`src/rtl/mux_sweep_driver.sv`:
```
// Drives every {sel,d1,d0} code into a 2:1 mux, checks the returned output and reports pass/fail.
// Build option: define MUX_SWEEP_GRAY_EN to apply the codes in Gray order instead of binary order.
module mux_sweep_driver #(
   parameter int unsigned HOLD_CYCLES = 4,
   parameter int unsigned SWEEPS      = 1,
   parameter int unsigned ERR_W       = 8
) (
   input  logic             clk,
   input  logic             rst_n,
   input  logic             start,
   input  logic             abort,
   input  logic             mux_out,
   output logic             d1,
   output logic             d0,
   output logic             sel,
   output logic [2:0]       vec_idx,
   output logic             busy,
   output logic             done,
   output logic             pass,
   output logic [ERR_W-1:0] err_cnt
);

   localparam int unsigned HOLD_W  = (HOLD_CYCLES > 1) ? $clog2(HOLD_CYCLES) : 1;
   localparam int unsigned SWEEP_W = (SWEEPS > 1) ? $clog2(SWEEPS) : 1;
   localparam logic [HOLD_W-1:0]  HOLD_LAST  = HOLD_W'(HOLD_CYCLES - 1);
   localparam logic [SWEEP_W-1:0] SWEEP_LAST = SWEEP_W'(SWEEPS - 1);

   typedef enum logic [1:0] {IDLE, DRIVE, DONE} stateT;

   stateT              state;
   logic [2:0]         vecReg;
   logic [2:0]         step;
   logic [HOLD_W-1:0]  hold;
   logic [SWEEP_W-1:0] sweep;
   logic               startArmed;

   logic               sampleNow;
   logic               expBit;
   logic               missNow;
   logic               lastSample;
   logic [2:0]         stepNext;
   logic [ERR_W-1:0]   errNext;

   function automatic logic [2:0] codeOf(input logic [2:0] s);
`ifdef MUX_SWEEP_GRAY_EN
      return s ^ (s >> 1);
`else
      return s;
`endif
   endfunction

   assign sel     = vecReg[2];
   assign d1      = vecReg[1];
   assign d0      = vecReg[0];
   assign vec_idx = vecReg;

   // Sample-cycle decode; mux_out answers the vector currently on the registered outputs
   always_comb begin
      sampleNow  = (hold == HOLD_LAST);
      expBit     = vecReg[2] ? vecReg[1] : vecReg[0];
      missNow    = sampleNow && (mux_out != expBit);
      lastSample = sampleNow && (step == 3'd7) && (sweep == SWEEP_LAST);
      stepNext   = step + 3'd1;
      errNext    = err_cnt;
      if (missNow && (err_cnt != {ERR_W{1'b1}})) begin
         errNext = err_cnt + ERR_W'(1);
      end
   end

   // A start still held from before reset is not taken until start has been seen low once
   always_ff @(posedge clk or negedge rst_n) begin
      if (!rst_n) begin
         state      <= IDLE;
         vecReg     <= 3'd0;
         busy       <= 1'b0;
         done       <= 1'b0;
         pass       <= 1'b0;
         err_cnt    <= '0;
         hold       <= '0;
         step       <= 3'd0;
         sweep      <= '0;
         startArmed <= 1'b0;
      end else begin
         done       <= 1'b0;
         startArmed <= startArmed | ~start;
         case (state)
            IDLE: begin
               if (start && !abort && startArmed) begin
                  state   <= DRIVE;
                  busy    <= 1'b1;
                  vecReg  <= codeOf(3'd0);
                  hold    <= '0;
                  step    <= 3'd0;
                  sweep   <= '0;
                  err_cnt <= '0;
                  pass    <= 1'b0;
               end
            end
            DRIVE: begin
               if (abort) begin
                  state  <= IDLE;
                  busy   <= 1'b0;
                  vecReg <= 3'd0;
                  pass   <= 1'b0;
                  hold   <= '0;
                  step   <= 3'd0;
                  sweep  <= '0;
               end else if (sampleNow) begin
                  err_cnt <= errNext;
                  hold    <= '0;
                  step    <= stepNext;
                  vecReg  <= codeOf(stepNext);
                  if (step == 3'd7) begin
                     sweep <= sweep + SWEEP_W'(1);
                  end
                  if (lastSample) begin
                     state  <= DONE;
                     busy   <= 1'b0;
                     vecReg <= 3'd0;
                     done   <= 1'b1;
                     pass   <= (errNext == '0);
                     sweep  <= '0;
                  end
               end else begin
                  hold <= hold + HOLD_W'(1);
               end
            end
            DONE: begin
               state <= IDLE;
            end
            default: begin
               state <= IDLE;
            end
         endcase
      end
   end

endmodule

```
`config.mk`:
```
export PLATFORM = sky130hd
export DESIGN_NAME = mux_sweep_driver
export DESIGN_NICKNAME = d
export VERILOG_FILES = /design/src/rtl/mux_sweep_driver.sv
export SDC_FILE = /design/constraint.sdc
export NUM_CORES = 1
export LEC_CHECK = 0
export CORE_ASPECT_RATIO = 0.7
export CORE_MARGIN = 8
export CORE_UTILIZATION = 35
export CTS_CLUSTER_SIZE = 8
export DETAILED_ROUTE_END_ITERATION = 10
export PLACE_DENSITY = 0.56
export RECOVER_POWER = 100
export REMOVE_ABC_BUFFERS = 1
export SYNTH_ARGS = -nofsm -noshare
export SYNTH_HDL_FRONTEND = slang
export SYNTH_SLANG_ARGS = --single-unit
export TNS_END_PERCENT = 10
```
`constraint.sdc`:
```
create_clock -name clk -period 3.74 [get_ports clk]
set_clock_uncertainty 0.05 [all_clocks]
set_input_delay 0.748 -clock clk [delete_from_list [all_inputs] [get_ports clk]]
set_output_delay 0.748 -clock clk [all_outputs]
set_load 0.03 [all_outputs]
```
==> results of run 1 <==
cell families (layout without fill, tap and decap cells):
logic type,Yosys count,in the layout,synth area share (%)
compound gates,40,40,21.7
fa+ha+maj,4,4,3.85
buf+inv,10,27,4.62
flops,23,23,44.3
xor+xnor,3,3,2.02
mux,5,5,4.91
simple gates,43,43,18.6
sequential cells by signal, summed over array words and instances (netlist names):
name,cells
state,2
sweep,1
pass,1
vec_idx,3
startArmed,1
err_cnt,8
done,1
busy,1
hold,2
step,3
power breakdown:
| group | internal (mW) | switching (mW) | leakage [nW] | total [mW] |
|---|---|---|---|---|
| registers | 0.258 | 0.00643 | 0.311 | 0.264 |
| clock network | 0.0760 | 0.0788 | 0.0228 | 0.155 |
| logic | 0.0222 | 0.0355 | 0.391 | 0.0577 |
| total | 0.356 | 0.121 | 0.725 | 0.476 |
layer usage:
metal	GRT usage, %	vias to the layer above	wire (um)
met5	0	-	0
met3	3.81	2	173
li1	-	511	-
met1	15.4	516	1510
met2	16.8	25	1340
met4	2.52	0	18
worst min-delay path by stage:
stage	end	slack, ns	cells after the start
after floorplan	startArmed	0.38	1
after global placement	startArmed	0.41	1
after detailed placement	startArmed	0.42	1
after CTS	startArmed	0.44	1
after global routing	startArmed	0.47	1
final	startArmed	0.44	1
area by class of cell:
type                       instances  share of cell area, %
inverter                           2                  0.483
timing repair buffer              21                   13.5
clock buffer                       4                   2.90
sequential                        23                   37.1
tap                               50                   4.03
multi-input combinational         95                   42.0
stage by stage:
stage,power (mW),hold slack [ns],worst slack (ns),area (sq um)
6_report,0.476,0.437,0.812,1550
5_1_grt,0.497,0.474,0.659,1550
4_1_cts,0.487,0.444,1.33,1560
3_5_place_dp,0.331,0.421,1.07,1520
3_3_place_gp,0.329,0.408,1.17,1520
2_1_floorplan,0.305,0.385,1.67,1250
worst register-to-register path: cells and delay by family, from the launching register on:
family           cells  cell delay, ns
flip-flops           1            0.42
AND/OR/NAND/NOR      2            1.01
AO/OA/AOI/OAI        2            0.42
multiplexers         1            0.28
layout by cell type, fill, tap and decap left out, drive strengths merged, types with 2 or more instances in the layout:
| cell type | n |
|---|---|
| nor2 | 9 |
| nand2 | 8 |
| inv | 2 |
| a41oi | 2 |
| and3 | 5 |
| mux2 | 2 |
| nor2b | 3 |
| o21ai | 12 |
| a21oi | 5 |
| o31ai | 3 |
| nand3 | 4 |
| ha | 4 |
| and2 | 3 |
| nand4 | 2 |
| xnor2 | 2 |
| dlygate4sd3 | 20 |
| clkbuf | 4 |
| a311oi | 2 |
| nand2b | 2 |
| a22o | 9 |
| nor3 | 2 |
| a31oi | 2 |
| dfrtp | 23 |
| mux2i | 3 |
| o2111ai | 3 |
==> out/qor.yml, run 1 <==
wl_per_cell_um: 15.6
detail_route.vias_per_cell: 5.41
pwr_density_cell_nw_per_um2: 307
kind_of_cell_adding_the_most_delay_to_the_critical_path: "simple AND/OR/NAND/NOR gates"
clock_h_tree_levels: 1
cap_viol_max_count: 0
min_from: "startArmed"
clock_tree_from_tritoncts: "done"
yosys_warning_count: 0
antenna_violating_nets_left: 0
drive_gt1_share_pct: 6.90
worstSetupPathDepth: 6
worst-endpoint-required_ns: 3.84
firstDrtPassIters: 4
antenna_violations_before_repair: 0
wirelength_um: 3040
standard_cell_core_area_sq_um: 3540
ys_dominant_reg_cell: "sky130_fd_sc_hd__dfrtp_1"
fin_setup_tns_ns: 0
layout.filler_cells: 369
placer_congestion_estimate: 0.861
clk_path_buf_depth: 2
fp-row-count: 18
slew_headroom_pct: 30.4
post-route-period-util_pct: 78.3
stdcell_count: 195
cp_slowest_stage_delay_ns: 0.68
maxSlewViolCount: 0
r2r_cells: 5
critical_path.n_buffers_inverters: 1
die_area_sq_um: 5950
synth.top_cells.by_area: "sky130_fd_sc_hd__dfrtp_1 (44%), sky130_fd_sc_hd__a22o_1 (6.1%), sky130_fd_sc_hd__ha_1 (3.9%)"
numCtsBuffers: 3
fin_nets: 155
timing.critical_path.arrival_ns: 3.03
synth.most_common_cell: "sky130_fd_sc_hd__dfrtp_1"
utilization_pct: 43.9
path_cells: "dlygate4sd3_1 -> nor3b_1 -> nand2_2 -> o21ai_0 -> o21ai_1 -> mux2_2"
min_path_type: "flop to flop"
rsz0062_at_grt: "no"
multiInputGateArea_sq_um: 652
via_count: 1054
fp.dieH_um: 67.0
path_clk_slew_ns: 0.08
grt_pass1_vias: 1073
final.min_clock_period_ns: 2.93
finalSetupViolCount: 0
storage_cell_area_sq_um: 576
die_width_um: 88.8
yosysTopAreaCell: "sky130_fd_sc_hd__dfrtp_1"
cts_setup_buffers: 0
initial_standard_cell_utilization_of_the_core_pct: 36.7
max_freq_mhz: 342
worst_setup_path_start_kind: "input pin"
clock-root-buffer: "sky130_fd_sc_hd__clkbuf_8"
synth_top_cells_by_count: "sky130_fd_sc_hd__dfrtp_1 (23), sky130_fd_sc_hd__a22o_1 (9), sky130_fd_sc_hd__nor2_1 (9), sky130_fd_sc_hd__o21ai_0 (9), sky130_fd_sc_hd__nand2_1 (7)"
cts.hold.buffers_added: 0
drt_iter0_drc: 79
clock_insertion_delay_worst_skew_ns: 0.26
vdd_drop_max_v: 0.000189
synth.cell_area_sq_um: 1300
post_synth_cell_types: 38
post_synthesis_average_cell_area_sq_um: 10.1
yosys.area.top_type_share_pct: 44.3
largest_net_degree_at_the_start_of_global_routing: 24
regToRegEndpoint: "err_cnt[0]"
globalRoute.totalOverflow: 0
worstSetupPathType: "input pin to flop"
synthArstFlopShare_pct: 100
critical_path.reg2reg.startpoint: "state[1]"
io_buffer_count: 21
crit_path_end: "err_cnt[0]"
critical_path.startpoint: "abort"
hold_violations: 0
synthesis.instances: 128
dp.cells: 191
numClockSinks: 23
critPathCaptureType: "flop"
ios: 22
leakagePower_nw: 0.725
insertedDiodeCount: 0
synth-edff-count: 0
critical-path-slowest-cell: "sky130_fd_sc_hd__nor3b_1"
worst-slew-pin-transition_ns: 1.04
detailedPlacementHpwl_um: 2300
grt_first_pass_wirelength_um: 5310
synth-seq-cells: 23
reg2reg_setup_slack_ns: 1.45
synth-seq-area-share_pct: 44.3
outcome: "completed"
cts_resized: 0
drc: 0
grtUsageTotal_pct: 11.4
critPathMaxFanout: 14
area_growth_pct: 19.6
(Power assumes the default switching activity.)
==> inputs of run 2 (changes only) <==
==> constraint.sdc (replaced) <==
create_clock -name clk -period 2.8 [get_ports clk]
set_clock_uncertainty 0.05 [all_clocks]
set_input_delay 0.56 -clock clk [delete_from_list [all_inputs] [get_ports clk]]
set_output_delay 0.56 -clock clk [all_outputs]
set_load 0.03 [all_outputs]
==> out/qor.yml, run 2 (synthesis gave the netlist of run 1 again) <==
outcome: "completed"  # unchanged
finalSetupViolCount: 0  # unchanged
clk_path_buf_depth: 2  # unchanged
numClockSinks: 23  # unchanged
final_common_cell: "sky130_fd_sc_hd__dfrtp_1"  # unchanged
firstDrtPassIters: 4  # unchanged
placer_congestion_estimate: 0.859  # was 0.861
worstSetupPathType: "input pin to flop"  # unchanged
rsz0062_at_grt: "no"  # unchanged
numCtsBuffers: 3  # unchanged
cts_setup_buffers: 0  # unchanged
globalRoute.totalOverflow: 0  # unchanged
critical_path.n_buffers_inverters: 1  # unchanged
standard_cell_core_area_sq_um: 3540  # unchanged
fp.dieH_um: 67.0  # unchanged
via_count: 1062  # was 1,054
cts.hold.buffers_added: 0  # unchanged
clock-root-buffer: "sky130_fd_sc_hd__clkbuf_8"  # unchanged
slew_headroom_pct: 18.4  # was 30.4%
detail_route.vias_per_cell: 5.42  # was 5.41
die_area_sq_um: 5950  # unchanged
largest_reg_flops: 8  # unchanged
wl_per_cell_um: 15.1  # was 15.6 um
cp_slowest_stage_delay_ns: 0.61  # was 0.68 ns
grtUsageTotal_pct: 11.2  # was 11.4%
layout.cells.most_common_list: "sky130_fd_sc_hd__dfrtp_1 (23), sky130_fd_sc_hd__dlygate4sd3_1 (20), sky130_fd_sc_hd__o21ai_0 (12)"  # was sky130_fd_sc_hd__dfrtp_1 (23), sky130_fd_sc_hd__dlygate4sd3_1 (20), sky130_fd_sc_hd__o21ai_0 (11)
worst-slew-pin-transition_ns: 1.22  # was 1.04 ns
antenna_violating_nets_left: 0  # unchanged
timing.critical_path.arrival_ns: 2.52  # was 3.03 ns
fin_nets: 156  # was 155
critPathCaptureType: "flop"  # unchanged
clock_h_tree_levels: 1  # unchanged
clock_insertion_delay_worst_skew_ns: 0.26  # about the same
wirelength_um: 2960  # was 3040 um
hold_violations: 0  # unchanged
pwr_density_cell_nw_per_um2: 404  # was 307 nW/um^2
detailedPlacementHpwl_um: 2260  # was 2300 um
path_cells: "dlygate4sd3_1 -> nor3b_4 -> nand2_2 -> o21ai_0 -> o21ai_0 -> mux2_2"  # was dlygate4sd3_1 -> nor3b_1 -> nand2_2 -> o21ai_0 -> o21ai_1 -> mux2_2
fp-row-count: 18  # unchanged
ios: 22  # unchanged
grt_pass1_vias: 1039  # was 1,073
die_width_um: 88.8  # unchanged
largest_net_degree_at_the_start_of_global_routing: 24  # unchanged
crit_path_frequent_cell: "sky130_fd_sc_hd__o21ai_0"
grt_first_pass_wirelength_um: 5200  # was 5310 um
drc: 0  # unchanged
area_growth_pct: 20.7  # was 19.6%
cts_resized: 0  # unchanged
max_flop_register: "err_cnt"  # unchanged
worst-endpoint-required_ns: 2.90  # was 3.84 ns
cap_viol_max_count: 0  # unchanged
worst_setup_path_start_kind: "input pin"  # unchanged
finalHoldWorstSlack_ns: 0.421  # was 0.437 ns
max_freq_mhz: 413
drt_iter0_drc: 65  # was 79
maxSlewViolCount: 0  # unchanged
fin_setup_tns_ns: 0  # unchanged
post-route-period-util_pct: 86.5
final.min_clock_period_ns: 2.42
insertedDiodeCount: 0  # unchanged
min_path_type: "flop to flop"  # unchanged
clock_tree_from_tritoncts: "done"  # unchanged
drive_gt1_share_pct: 7.53  # was 6.90%
critPathMaxFanout: 14  # unchanged
vdd_drop_max_v: 0.000195  # was 0.000189 V
io_buffer_count: 21  # unchanged
path_clk_slew_ns: 0.08  # about the same
initial_standard_cell_utilization_of_the_core_pct: 36.7  # unchanged
antenna_violations_before_repair: 0  # unchanged
utilization_pct: 44.3  # was 43.9%
critical-path-slowest-cell: "sky130_fd_sc_hd__dlygate4sd3_1"  # was sky130_fd_sc_hd__nor3b_1
leakagePower_nw: 0.728  # was 0.725 nW
kind_of_cell_adding_the_most_delay_to_the_critical_path: "buffers and inverters"  # was simple AND/OR/NAND/NOR gates
run 2: cell count changes in the layout (fill, tap and decap cells not counted):
cell,before,now
sky130_fd_sc_hd__nor3b_4,0,1
sky130_fd_sc_hd__o21ai_0,11,12
sky130_fd_sc_hd__clkbuf_1,1,2
sky130_fd_sc_hd__nor3b_1,1,0
sky130_fd_sc_hd__o21ai_1,1,0
run 2: report_power, final:
part	switching (mW)	total, mW	internal, mW
Clock	0.100	0.201	0.101
Combinational	0.0479	0.0795	0.0316
Sequential	0.00873	0.353	0.344
Total	0.157	0.634	0.477
run 2: layer usage:
| metal | share of wire (%) | GRT usage [%] |
|---|---|---|
| met1 | 51 | 15.3 |
| met2 | 41 | 16.4 |
| met3 | 7.3 | 3.81 |
| met4 | 0.61 | 2.52 |
| met5 | 0 | 0 |
run 2: stage by stage:
step / cell area [sq um] / cells / setup slack [ns] / total power, mW
floorplan: 1250 / 120 / 0.732 / 0.407
global placement: 1530 / 192 / 0.422 / 0.441
detailed placement: 1530 / 192 / 0.317 / 0.443
CTS: 1570 / 196 / 0.587 / 0.644
global route: 1570 / 196 / 0.290 / 0.665
finish: 1570 / 196 / 0.378 / 0.634
run 2: path summary, 6_finish.rpt:
path                       startpoint         end  slack (ns)  cells past startpoint
max reg2reg                   hold[0]        pass        0.74                      6
min reg2reg                startArmed  startArmed        0.42                      1
max                             abort  err_cnt[0]        0.38                      6
min                        startArmed  startArmed        0.42                      1
max in group asynchronous       rst_n  err_cnt[4]        0.96                      2
min in group asynchronous       rst_n     step[2]        1.02                      2
run 2: cell type report:
| cell class | count | area, sq um |
|---|---|---|
| fillers | 360 | 1970 |
| multi-input cells | 95 | 663 |
| flip-flops and latches | 23 | 576 |
| repair buffers | 22 | 214 |
| well taps | 50 | 62.6 |
| clock buffers | 4 | 45.0 |
| inverters | 2 | 7.51 |
run 2: worst reg2reg max path, stage by stage (launching register included):
cell,delay (ns)
sky130_fd_sc_hd__dfrtp_1,0.40
sky130_fd_sc_hd__ha_1,0.31
sky130_fd_sc_hd__and2_1,0.22
sky130_fd_sc_hd__mux2i_2,0.33
sky130_fd_sc_hd__mux2i_1,0.29
sky130_fd_sc_hd__o2111ai_1,0.16
sky130_fd_sc_hd__o31ai_2,0.20
==> inputs of run 3 (changes only) <==
--- a/config.mk
+++ b/config.mk
@@ -5,12 +5,14 @@
 export SDC_FILE = /design/constraint.sdc
 export NUM_CORES = 1
 export LEC_CHECK = 0
+export ABC_AREA = 1
 export CORE_ASPECT_RATIO = 0.7
 export CORE_MARGIN = 8
 export CORE_UTILIZATION = 35
+export CTS_BUF_LIST = sky130_fd_sc_hd__clkbuf_4 sky130_fd_sc_hd__clkbuf_8
 export CTS_CLUSTER_SIZE = 8
 export DETAILED_ROUTE_END_ITERATION = 10
-export PLACE_DENSITY = 0.56
+export PLACE_DENSITY = 0.55
 export RECOVER_POWER = 100
 export REMOVE_ABC_BUFFERS = 1
 export SYNTH_ARGS = -nofsm -noshare
==> out/qor.yml, run 3 <==
die_width_um: 89.5  # was 88.8 um
cts_setup_buffers: 0  # unchanged
worst-slew-pin-transition_ns: 1.24  # was 1.22 ns
largest_net_degree_at_the_start_of_global_routing: 24  # unchanged
critPathCaptureType: "flop"  # unchanged
max_freq_mhz: 453  # was 413 MHz
rsz0062_at_grt: "no"  # unchanged
grt_pass1_vias: 1106  # was 1,039
detail_route.vias_per_cell: 4.64  # was 5.42
insertedDiodeCount: 0  # unchanged
globalRoute.totalOverflow: 0  # unchanged
highest_layer: "met4"  # unchanged
synth.cell_area_sq_um: 1320  # was 1300 sq um
clock_tree_from_tritoncts: "done"  # unchanged
largest_reg_flops: 8  # unchanged
post_synth_cell_types: 25  # was 38
layout.cells.most_common_list: "sky130_fd_sc_hd__nand2_1 (50), sky130_fd_sc_hd__dfrtp_1 (23), sky130_fd_sc_hd__inv_1 (21)"  # was sky130_fd_sc_hd__dfrtp_1 (23), sky130_fd_sc_hd__dlygate4sd3_1 (20), sky130_fd_sc_hd__o21ai_0 (12)
standard_cell_core_area_sq_um: 3580  # was 3540 sq um
fin_setup_tns_ns: 0  # unchanged
synth_top_cells_by_count: "sky130_fd_sc_hd__nand2_1 (50), sky130_fd_sc_hd__dfrtp_1 (23), sky130_fd_sc_hd__inv_1 (20)"  # was sky130_fd_sc_hd__dfrtp_1 (23), sky130_fd_sc_hd__a22o_1 (9), sky130_fd_sc_hd__nor2_1 (9), sky130_fd_sc_hd__o21ai_0 (9), sky130_fd_sc_hd__nand2_1 (7)
worst_setup_path_start_kind: "input pin"  # unchanged
finalHoldWorstSlack_ns: 0.397  # was 0.421 ns
firstDrtPassIters: 4  # unchanged
outcome: "completed"  # unchanged
met2_wirelength_um: 1220  # was 1210 um
yosys.area.top_type_share_pct: 43.5  # was 44.3%
final_common_cell: "sky130_fd_sc_hd__nand2_1"  # was sky130_fd_sc_hd__dfrtp_1
detailedPlacementHpwl_um: 2330  # was 2260 um
yosysTopAreaCell: "sky130_fd_sc_hd__dfrtp_1"  # unchanged
drive_gt1_share_pct: 12.6  # was 7.53%
drc: 0  # unchanged
met3WireLength_um: 189  # was 216 um
slew_headroom_pct: 17.5  # was 18.4%
vdd_drop_max_v: 0.000155  # was 0.000195 V
maxSlewViolCount: 0  # unchanged
via_count: 1114  # was 1,062
synthesis.instances: 168  # was 128
yosys_warning_count: 0  # unchanged
fp-row-count: 18  # unchanged
detail_route.wirelength.met1_um: 1520  # was 1510 um
synth-seq-cells: 23  # unchanged
ys_dominant_reg_cell: "sky130_fd_sc_hd__dfrtp_1"  # unchanged
clock_h_tree_levels: 1  # unchanged
timing.critical_path.arrival_ns: 2.30  # was 2.52 ns
grtUsageTotal_pct: 10.7  # was 11.2%
grt_first_pass_wirelength_um: 5020  # was 5200 um
drt_iter0_drc: 81  # was 65
initial_standard_cell_utilization_of_the_core_pct: 36.9  # was 36.7%
placer_congestion_estimate: 0.837  # was 0.859
area_growth_pct: 21.3  # was 20.7%
post-route-period-util_pct: 78.9  # was 86.5%
antenna_violations_before_repair: 0  # unchanged
final.min_clock_period_ns: 2.21  # was 2.42 ns
clock_insertion_delay_worst_skew_ns: 0.26  # about the same
max_flop_register: "err_cnt"  # unchanged
die_area_sq_um: 6030  # was 5950 sq um
pwr_density_cell_nw_per_um2: 392  # was 404 nW/um^2
synth-seq-area-share_pct: 43.5  # was 44.3%
synthArstFlopShare_pct: 100  # unchanged
cts.hold.buffers_added: 0  # unchanged
leakagePower_nw: 0.807  # was 0.728 nW
io_buffer_count: 21  # unchanged
cap_viol_max_count: 0  # unchanged
synth-edff-count: 0  # unchanged
hold_violations: 0  # unchanged
wirelength_um: 2950  # was 2960 um
finalSetupViolCount: 0  # unchanged
numCtsBuffers: 3  # unchanged
min_path_type: "flop to flop"  # unchanged
worstSetupPathType: "input pin to flop"  # unchanged
fin_nets: 200  # was 156
critPathMaxFanout: 11  # was 14
antenna_violating_nets_left: 0  # unchanged
synth.most_common_cell: "sky130_fd_sc_hd__nand2_1"  # was sky130_fd_sc_hd__dfrtp_1
path_clk_slew_ns: 0.07  # was 0.08 ns
ios: 22  # unchanged
worst-endpoint-required_ns: 2.89  # was 2.90 ns
post_synthesis_average_cell_area_sq_um: 7.87  # was 10.1 sq um
clock-root-buffer: "sky130_fd_sc_hd__clkbuf_8"  # unchanged
numClockSinks: 23  # unchanged
clk_path_buf_depth: 2  # unchanged
fp.dieH_um: 67.4  # was 67.0 um
synth.top_cells.by_area: "sky130_fd_sc_hd__dfrtp_1 (44%), sky130_fd_sc_hd__nand2_1 (14%), sky130_fd_sc_hd__inv_1 (5.7%)"  # was sky130_fd_sc_hd__dfrtp_1 (44%), sky130_fd_sc_hd__a22o_1 (6.1%), sky130_fd_sc_hd__ha_1 (3.9%)
cts_resized: 0  # unchanged
wl_per_cell_um: 12.3  # was 15.1 um
run 3: final timing paths:
kind                                  from         end  slack, ns  cells past startpoint
min in group asynchronous            rst_n        done       1.03                      2
worst max register to register  err_cnt[0]        pass       0.89                     12
max in group asynchronous            rst_n  err_cnt[3]       0.94                      2
worst min register to register  startArmed  startArmed       0.40                      2
worst min-delay path            startArmed  startArmed       0.40                      2
worst max-delay path                 abort  err_cnt[6]       0.59                      7
run 3: per-layer routing:
metal | up-vias | track usage [%]
li1 | 575 | -
met1 | 507 | 14.3
met2 | 30 | 16.2
met3 | 2 | 3.39
met4 | 0 | 2.89
met5 | - | 0
run 3: layout make-up:
class / count / area (sq um)
well taps: 50 / 62.6
repair buffers: 22 / 214
clock buffers: 4 / 48.8
multi-input cells: 112 / 594
flip-flops and latches: 23 / 576
fillers: 363 / 1980
inverters: 29 / 109
run 3: kinds of logic (layout without fill, tap and decap cells):
group,Yosys count,in the layout,share of synthesized area (%)
AOI/OAI and AO/OA,19,19,8.89
xor gates and xnor gates,2,2,1.32
adders and majority gates,4,4,3.78
buffers and inverters,33,55,10.3
DFF,23,23,43.5
and+or+nand+nor,87,87,32.2
run 3: power by group:
part	internal (mW)	switching, mW	total [mW]	leakage [nW]
Combinational	0.0227	0.0450	0.0677	0.468
Sequential	0.341	0.00603	0.347	0.312
Clock	0.111	0.102	0.214	0.0262
Total	0.475	0.153	0.629	0.807
run 3: through the flow:
stage	instance area [sq um]	setup WS, ns	instances	total power, mW	utilization, %
6_report	1600	0.590	240	0.629	44.8
5_1_grt	1600	0.424	240	0.656	44.8
4_1_cts	1620	0.761	240	0.645	45.4
3_5_place_dp	1580	0.574	236	0.428	44.0
3_3_place_gp	1580	0.538	236	0.428	44.0
2_1_floorplan	1290	1.07	164	0.397	-
run 3: worst max-delay path, stage by stage:
cell and delay, ns:
sky130_fd_sc_hd__dlygate4sd3_1 0.55, sky130_fd_sc_hd__nor2_1 0.21, sky130_fd_sc_hd__inv_1 0.14, sky130_fd_sc_hd__nor2_1 0.28, sky130_fd_sc_hd__inv_2 0.18, sky130_fd_sc_hd__nand2_1 0.25
sky130_fd_sc_hd__o22ai_1 0.12
